--- config.mk ---
export PLATFORM = sky130hd
export DESIGN_NAME = xbar_receiver
export DESIGN_NICKNAME = d
export VERILOG_FILES = /design/src/rtl/xbar_pkg.sv /design/src/rtl/rx_lane.sv /design/src/rtl/xbar_receiver.sv
export SDC_FILE = /design/constraint.sdc
export NUM_CORES = 1
export LEC_CHECK = 0
export CAP_MARGIN = 20
export CORE_ASPECT_RATIO = 0.7
export CORE_MARGIN = 3
export CORE_UTILIZATION = 55
export DETAILED_ROUTE_END_ITERATION = 6
export GPL_TIMING_DRIVEN = 0
export PLACE_DENSITY = 0.88
export SLEW_MARGIN = 20
export SYNTH_ARGS = -nofsm -noshare
export SYNTH_HDL_FRONTEND = slang
export SYNTH_HIERARCHICAL = 1
export SYNTH_SLANG_ARGS = --single-unit
--- constraint.sdc ---
create_clock -name clk -period 1.35 [get_ports clk]
set_input_delay 0.405 -clock clk [delete_from_list [all_inputs] [get_ports clk]]
set_output_delay 0.405 -clock clk [all_outputs]
set_load 0.05 [all_outputs]
--- src/rtl/xbar_pkg.sv ---
// Shared crossbar constants and the packet type used by the transmitter, crossbar and receiver.
// Latency: none (declarations only).
// Backpressure: not applicable.
package xbar_pkg;

  localparam int ports        = 8;
  localparam int packet_width = 8;
  // Start bit + data bits + stop bit.
  localparam int frame_len    = packet_width + 2;

  typedef logic [packet_width-1:0] packet;

endpackage

--- src/rtl/rx_lane.sv ---
// One deserializer lane: builds a 10-sample window and checks its start/stop bits on the clk10 strobe.
// Latency: data/valid/frame_err register on the strobe edge that samples the stop bit.
// Backpressure: none; the consumer must take valid when it pulses.
module rx_lane
  import xbar_pkg::*;
(
  input  logic  clk,
  input  logic  rst,
  input  logic  clk10,
  input  logic  serial_in,
  output packet data,
  output logic  valid,
  output logic  frame_err
);

  // The previous frame_len-1 samples, newest at the top. Together with the live
  // sample they form the 10-bit frame evaluated on the strobe edge, so the stop
  // bit can be checked on the same edge that samples it.
  logic [frame_len-2:0] hist;
  logic [frame_len-1:0] frame;
  logic                 good;

  // frame[0] is the oldest sample (start bit), frame[frame_len-1] the live one (stop bit).
  assign frame = {serial_in, hist};
  assign good  = ~frame[0] & frame[frame_len-1];

  // Shift every edge; on the strobe accept a well-framed byte or flag the error.
  always_ff @(posedge clk) begin
    if (rst) begin
      hist      <= '1;
      data      <= '0;
      valid     <= 1'b0;
      frame_err <= 1'b0;
    end else begin
      hist  <= frame[frame_len-1:1];
      valid <= 1'b0;
      if (clk10) begin
        if (good) begin
          data      <= frame[packet_width:1];
          valid     <= 1'b1;
          frame_err <= 1'b0;
        end else begin
          frame_err <= 1'b1;
        end
      end
    end
  end

endmodule

--- src/rtl/xbar_receiver.sv ---
// Receive block for the crossbar: one independent rx_lane per serial output port.
// Latency: one clk from the stop-bit strobe edge to visible data/valid.
// Backpressure: none; each lane pulses valid once per good frame.
module xbar_receiver
  import xbar_pkg::*;
(
  input  logic               clk,
  input  logic               rst,
  input  logic               clk10,
  input  logic [ports-1:0]   serial_in,
  output packet [ports-1:0]  data,
  output logic [ports-1:0]   valid,
  output logic [ports-1:0]   frame_err
);

  for (genvar i = 0; i < ports; i++) begin : g_lane
    rx_lane u_lane (
      .clk       (clk),
      .rst       (rst),
      .clk10     (clk10),
      .serial_in (serial_in[i]),
      .data      (data[i]),
      .valid     (valid[i]),
      .frame_err (frame_err[i])
    );
  end

endmodule

==> qor.txt, run 1 <==
status - complete, no violations
nets@finish - 593
core outline area - 9250 µm²
type of the worst min-delay path - reg -> reg
MaxCap Viol Count - 0
Reg clk slew, reported paths - 0.06 ns
Crit Path Max Fanout - 2
grt ovf - 0
Setup WS pre-CTS - -0.764 ns
largest net degree at the start of global routing - 50
Leak - 2.90 nW
hold path depth - 1
die height - 88.5 µm
1st-iter DRT viols - 128
clk root buf - clkbuf_16
GP Congestion - 0.753
antenna viol nets, final - 0
CP top delay family - flip-flops
measured slew at the worst slew-check pin - 0.397 ns
Synth cell types - 11
share of layout cells above drive strength 1 - 38.8%
Port Buffers - 90
Clock Tree Buf Depth - 2
global-route wire length before repair - 16.8 mm
cells on worst reg2reg path - 3
Final period util - 98.0%
CP Launch Type - flop
Detailed Routing Iterations Pass 1 - 4
initial antenna violation count - 0
average vias per placed instance - 4.80
r2r setup slk - 0.34 ns
drt wl/cell - 14.7 µm
I/O pins - 91
area occupied by multi-input gates - 2130 µm²
Die W - 124 µm
CTS sink count - 152
Final Power - 9.88 mW
CTS tree - done
GRT Util Overall - 20.1%
most frequent cells in the layout - nand2b_1 (128), dfxtp_1 (82), buf_6 (79)
HPWL Detailed - 6.82 mm
Max VDD drop - 1.05 mV
CP arrival - 0.92 ns
Syn Inst Count - 472
Fin Setup TNS - 0 ns
Seq/Total Area, Yosys - 56.9%
WS Path Type - reg -> out
Rel. slew slack - 73.5%
Max H-tree Level - 4
CP max stage delay - 0.36 ns
Starting Density - 57.8%
Syn-to-layout area delta - 35.3%
critical path's slowest cell - dfxtp_2
Seq cells post-synth - 152
Setup Skew - 0.00700 ns
Worst Slack Setup Final - 0.0271 ns
PD cells - 1370 nW/µm²
Final setup viols - 0
synthesized cell area - 5350 µm²
CTS Buf Count - 17
Post-Route WL - 10.6 mm
stages on the worst setup path - 1
element type at the critical path end - output pin
fin. max-slew vios - 0
Hold WS - 0.433 ns
Vias - 3452
Final Hold Vio Count - 0
FF/Latch Area - 3130 µm²
Avg Cell Area, Syn - 11.3 µm²
cts hold-fix bufs - 0
Worst Path Required - 0.95 ns
crit path time final - 1.32 ns
commonest non-fill, non-tap cell in the layout - nand2b_1
vias in the first global route - 3480
full die area - 11000 µm²
Post CTS Setup Buffer Count - 0
ant diodes - 0
crit path cell chain - buf_8
DRC Markers - 0
final core utilization - 78.2%
syn nets - 483
RSZ-0062 raised after global routing - yes
worst path bufs/invs - 1
row count - 29
total of warnings raised by yosys - 6
Filler cells - 561
Max Clk Rate - 0.756 GHz
latest clock arrival within the worst-skew pair - 0.40 ns
[cell type report]
cell class	count	share of cell area, %
clock buffers	25	7.13
repair buffers	91	14.0
well taps	124	2.15
multi-input cells	296	29.5
clock inverters	7	1.56
flip-flops and latches	152	43.3
plain buffers	24	2.35
[metrics by stage]
| stage | instances | instance area, µm² |
|---|---|---|
| 2_1_floorplan | 472 | 5350 |
| 3_3_place_gp | 686 | 6400 |
| 3_5_place_dp | 687 | 6420 |
| 4_1_cts | 719 | 7110 |
| 5_1_grt | 719 | 7230 |
| 6_report | 719 | 7230 |
[power breakdown]
group / switching [mW] / internal [mW] / leakage, nW
Clock: 1.69 / 3.20 / 0.309
Combinational: 0.220 / 0.195 / 1.32
Sequential: 0.0350 / 4.54 / 1.27
Total: 1.94 / 7.94 / 2.90
[timing repair]
item	CTS	global route
resized for setup	569	64
hold endpoints to repair	0	0
pin swaps	0	0
endpoints found under the setup margin	160	56
[worst paths after layout]
| path | from | to |
|---|---|---|
| worst max-delay path | g_lane[0].u_lane/frame_err | frame_err[0] |
| worst min-delay path | g_lane[3].u_lane/hist[3] | g_lane[3].u_lane/hist[2] |
| worst max register to register | g_lane[3].u_lane/hist[0] | g_lane[3].u_lane/data[2] |
| worst min register to register | g_lane[3].u_lane/hist[3] | g_lane[3].u_lane/hist[2] |
[registers in the layout, summed over array words and instances (netlist names)]
signal and cells:
g_lane.u_lane/data 64, g_lane.u_lane/frame_err 8, g_lane.u_lane/hist 72, g_lane.u_lane/valid 8
[synthesized netlist by cell type (all sizes together)]
cell | n | area share (%)
and2b | 8 | 1.1
and3b | 8 | 1.3
buf | 24 | 3.2
dfxtp | 152 | 57
mux2i | 64 | 12
nand2b | 128 | 15
nor2 | 8 | 0.56
nor3 | 8 | 1.5
or2 | 72 | 8.4
[cell families after synthesis]
| family | share of synthesized area (%) |
|---|---|
| mux | 12.0 |
| simple gates | 27.9 |
| buf+inv | 3.18 |
| flops | 56.9 |
[metal layers]
| layer | track usage [%] | wire length, µm | vias to the layer above |
|---|---|---|---|
| met5 | 0 | 0 | - |
| met4 | 7.04 | 77 | 0 |
| met3 | 6.20 | 558 | 10 |
| met2 | 32.4 | 5120 | 85 |
| met1 | 25.7 | 4810 | 1634 |
| li1 | - | - | 1723 |
Note: power is estimated with default switching activity, not from simulation.
==> run 2: changes to the inputs <==
CTS_BUF_LIST = sky130_fd_sc_hd__clkbuf_8 sky130_fd_sc_hd__clkbuf_16   (was not set)
==> qor.txt, run 2 (same netlist as run 1, synthesis figures left out) <==
most frequent cells in the layout - nand2b_1 (128), dfxtp_1 (82), buf_6 (79)
clk root buf - clkbuf_16
CTS sink count - 152
core outline area - 9250 µm²
Rel. slew slack - 73.6%
RSZ-0062 raised after global routing - yes
latest clock arrival within the worst-skew pair - 0.40 ns
Port Buffers - 90
CP arrival - 0.92 ns
ant diodes - 0
final core utilization - 78.2%
HPWL Detailed - 6.82 mm
Final period util - 98.0%
vias in the first global route - 3480
Reg clk slew, reported paths - 0.06 ns
largest registers - g_lane.u_lane/hist x72, g_lane.u_lane/data x64
DP Cell Count - 687
fin. max-slew vios - 0
average vias per placed instance - 4.80
GP Congestion - 0.753
Worst Setup SP - g_lane[0].u_lane/frame_err
CP top delay family - flip-flops
Post-DP Area - 6420 µm²
crit path cell chain - buf_8
PD cells - 1360 nW/µm²
Setup WS pre-CTS - -0.764 ns
reg2reg start - g_lane[3].u_lane/hist[0]
global-route wire length before repair - 16.8 mm
Final setup viols - 0
Worst Slack Setup Final - 0.0269 ns
Crit Path Max Fanout - 2
Syn-to-layout area delta - 35.3%
Detailed Routing Iterations Pass 1 - 4
cells on worst reg2reg path - 3
Vias - 3450
Max VDD drop - 1.05 mV
Fin Setup TNS - 0 ns
Setup Skew - 0.00700 ns
grt ovf - 0
1st-iter DRT viols - 128
final std cells w/o fill - 719
Starting Density - 57.8%
stages on the worst setup path - 1
initial antenna violation count - 0
WS Path Type - reg -> out
die height - 88.5 µm
CTS tree - done
Max H-tree Level - 4
row count - 29
r2r setup slk - 0.34 ns
Die W - 124 µm
Post-Route WL - 10.6 mm
Clock Tree Buf Depth - 2
antenna viol nets, final - 0
FF/Latch Area - 3130 µm²
status - complete, no violations
worst path bufs/invs - 1
Leak - 2.91 nW
critical path's slowest cell - dfxtp_2
Max Clk Rate - 0.756 GHz
CP Launch Type - flop
MaxCap Viol Count - 0
CP max stage delay - 0.36 ns
GRT Util Overall - 20.1%
full die area - 11000 µm²
measured slew at the worst slew-check pin - 0.397 ns
reg-to-reg endpoint - g_lane[3].u_lane/data[2]
Worst Path Required - 0.95 ns
largest net degree at the start of global routing - 50
type of the worst min-delay path - reg -> reg
I/O pins - 91
cts hold-fix bufs - 0
area occupied by multi-input gates - 2130 µm²
commonest non-fill, non-tap cell in the layout - nand2b_1
DRC Markers - 0
nets@finish - 593
share of layout cells above drive strength 1 - 38.8%
Final Hold Vio Count - 0
drt wl/cell - 14.7 µm
CTS Buf Count - 17
final instance area - 7230 µm²
Filler cells - 561
max reg flops - 72
Worst setup endpoint - frame_err[0]
crit path time final - 1.32 ns
largest reg by FF count - g_lane.u_lane/hist
element type at the critical path end - output pin
## run 2: stage by stage
stage | hold slack [ns] | total power [mW]
5_1_grt | 0.448 | 10.2
2_1_floorplan | 0.411 | 4.92
4_1_cts | 0.438 | 9.94
3_3_place_gp | 0.417 | 5.06
3_5_place_dp | 0.421 | 5.07
6_report | 0.433 | 9.87
## run 2: timing repair
item / in CTS / in global routing
setup buffers: 0 / 0
endpoints found under the setup margin: 160 / 56
resized for setup: 569 / 64
## run 2: area by class of cell
class	count	area share, %
clock buffer	23	7.02
clock inverter	9	1.66
buffer	24	2.35
tap	124	2.15
sequential	152	43.3
multi-input combinational	296	29.5
timing repair buffer	91	14.0
## run 2: worst min path at each step
stage	start	endpoint	slack, ns	cells past startpoint
floorplan	g_lane[0].u_lane/hist[2]	g_lane[0].u_lane/hist[1]	0.41	1
global placement	g_lane[1].u_lane/hist[8]	g_lane[1].u_lane/hist[7]	0.42	1
detailed placement	g_lane[4].u_lane/hist[2]	g_lane[4].u_lane/hist[1]	0.42	1
CTS	g_lane[3].u_lane/hist[3]	g_lane[3].u_lane/hist[2]	0.44	1
global route	g_lane[1].u_lane/hist[8]	g_lane[1].u_lane/hist[7]	0.45	1
finish	g_lane[3].u_lane/hist[3]	g_lane[3].u_lane/hist[2]	0.43	1
## run 2: power breakdown
| part | internal [mW] | switching, mW |
|---|---|---|
| registers | 4.54 | 0.0349 |
| logic | 0.195 | 0.219 |
| clock network | 3.18 | 1.69 |
| total | 7.92 | 1.95 |
## run 2: per-layer routing
layer	up-vias	GRT usage (%)	wire length, µm
met5	-	0	0
met4	0	7.04	77
met3	10	6.20	559
met2	85	32.4	5120
met1	1632	25.7	4810
li1	1723	-	-
==> run 3: changes to the inputs <==
CORE_ASPECT_RATIO = 2   (was 0.7)
PLACE_DENSITY = not set   (was 0.88)
PLACE_DENSITY_LB_ADDON = 0.1   (was not set)
==> qor.txt, run 3 (same netlist as run 1, synthesis figures left out) <==
CTS sink count - 152
Final Power - 9.79 mW
crit path time final - 1.32 ns
Final Hold Vio Count - 0
Max H-tree Level - 4
most frequent cells in the layout - nand2b_1 (128), dfxtp_1 (84), buf_6 (81)
die height - 145 µm
max reg flops - 72
HPWL Detailed - 6.56 mm
CP top delay family - flip-flops
Clock Tree Buf Depth - 2
reg2reg start - g_lane[2].u_lane/hist[0]
fin. max-slew vios - 0
largest net degree at the start of global routing - 54
Worst Path Required - 0.95 ns
reg-to-reg endpoint - g_lane[2].u_lane/data[1]
CP max stage delay - 0.32 ns
Max Clk Rate - 0.758 GHz
final core utilization - 76.2%
Filler cells - 634
Vias - 3420
largest reg by FF count - g_lane.u_lane/hist
global-route wire length before repair - 17.3 mm
cells on worst reg2reg path - 3
stages on the worst setup path - 1
MaxCap Viol Count - 0
CTS tree - done
clk root buf - clkbuf_16
drt wl/cell - 13.8 µm
element type at the critical path end - output pin
type of the worst min-delay path - reg -> reg
GP Congestion - 0.753
Leak - 2.88 nW
CTS Buf Count - 17
nets@finish - 593
Setup Skew - 0.00675 ns
ant diodes - 0
Final setup viols - 0
cts hold-fix bufs - 0
GRT Util Overall - 20.1%
worst path bufs/invs - 1
average vias per placed instance - 4.72
share of layout cells above drive strength 1 - 38.7%
latest clock arrival within the worst-skew pair - 0.41 ns
PD cells - 1360 nW/µm²
grt ovf - 0
r2r setup slk - 0.27 ns
initial antenna violation count - 0
core outline area - 9450 µm²
Worst setup endpoint - valid[5]
WS Path Type - reg -> out
Starting Density - 56.6%
Max VDD drop - 0.990 mV
largest registers - g_lane.u_lane/hist x72, g_lane.u_lane/data x64
Detailed Routing Iterations Pass 1 - 4
Die W - 75.7 µm
critical path's slowest cell - dfxtp_1
commonest non-fill, non-tap cell in the layout - nand2b_1
measured slew at the worst slew-check pin - 0.397 ns
crit path cell chain - buf_4
full die area - 11000 µm²
status - complete, no violations
Rel. slew slack - 73.6%
vias in the first global route - 3671
row count - 50
1st-iter DRT viols - 105
DRC Markers - 0
antenna viol nets, final - 0
Reg clk slew, reported paths - 0.06 ns
Port Buffers - 90
Crit Path Max Fanout - 1
Syn-to-layout area delta - 34.7%
Worst Setup SP - g_lane[5].u_lane/valid
I/O pins - 91
CP arrival - 0.91 ns
CP Launch Type - flop
RSZ-0062 raised after global routing - no
Post-Route WL - 9.98 mm
Final period util - 97.8%
[run 3: area by class of cell]
class                      count  area (µm²)  area share [%]
buffer                        24         170            2.36
clock buffer                  20         467            6.48
clock inverter                12         150            2.09
multi-input combinational    296        2130            29.6
sequential                   152        3130            43.4
tap                          130         163            2.26
timing repair buffer          91         991            13.8
[run 3: how the worst min path moves through the flow]
stage	startpoint	endpoint	slack, ns	cells past startpoint
floorplan	g_lane[0].u_lane/hist[2]	g_lane[0].u_lane/hist[1]	0.41	1
global placement	g_lane[2].u_lane/hist[2]	g_lane[2].u_lane/hist[1]	0.42	1
detailed placement	g_lane[1].u_lane/hist[5]	g_lane[1].u_lane/hist[4]	0.42	1
CTS	g_lane[1].u_lane/hist[7]	g_lane[1].u_lane/hist[6]	0.44	1
global route	g_lane[1].u_lane/hist[7]	g_lane[1].u_lane/hist[6]	0.44	1
finish	g_lane[1].u_lane/hist[7]	g_lane[1].u_lane/hist[6]	0.43	1
[run 3: repair_timing]
| item | CTS | global route |
|---|---|---|
| endpoints found under the hold margin | 0 | 0 |
| setup buffers | 0 | 0 |
| setup endpoints to repair | 160 | 40 |
| resized for setup | 584 | 40 |
[run 3: per-stage QoR]
stage          instances  hold slack, ns  worst slack [ns]  setup TNS [ns]  instance area, µm²
4_1_cts              725           0.439          0.000859               0                7150
6_report             725           0.433            0.0302               0                7200
3_3_place_gp         692           0.417             -1.58         -240.30                6410
2_1_floorplan        472           0.411             0.342               0                5350
3_5_place_dp         693           0.423            -0.734          -70.28                6420
5_1_grt              725           0.445          0.000781               0                7200
[run 3: per-layer routing]
metal / track usage (%) / share of wire (%)
met1: 23.1 / 41
met2: 34.2 / 54
met3: 5.12 / 3.7
met4: 8.32 / 1.8
met5: 0 / 0
[run 3: report_power, final]
part           leakage (nW)  internal, mW  switching, mW
sequential             1.27          4.54         0.0311
combinational          1.32         0.193          0.215
clock                 0.291          3.04           1.76
total                  2.88          7.78           2.01
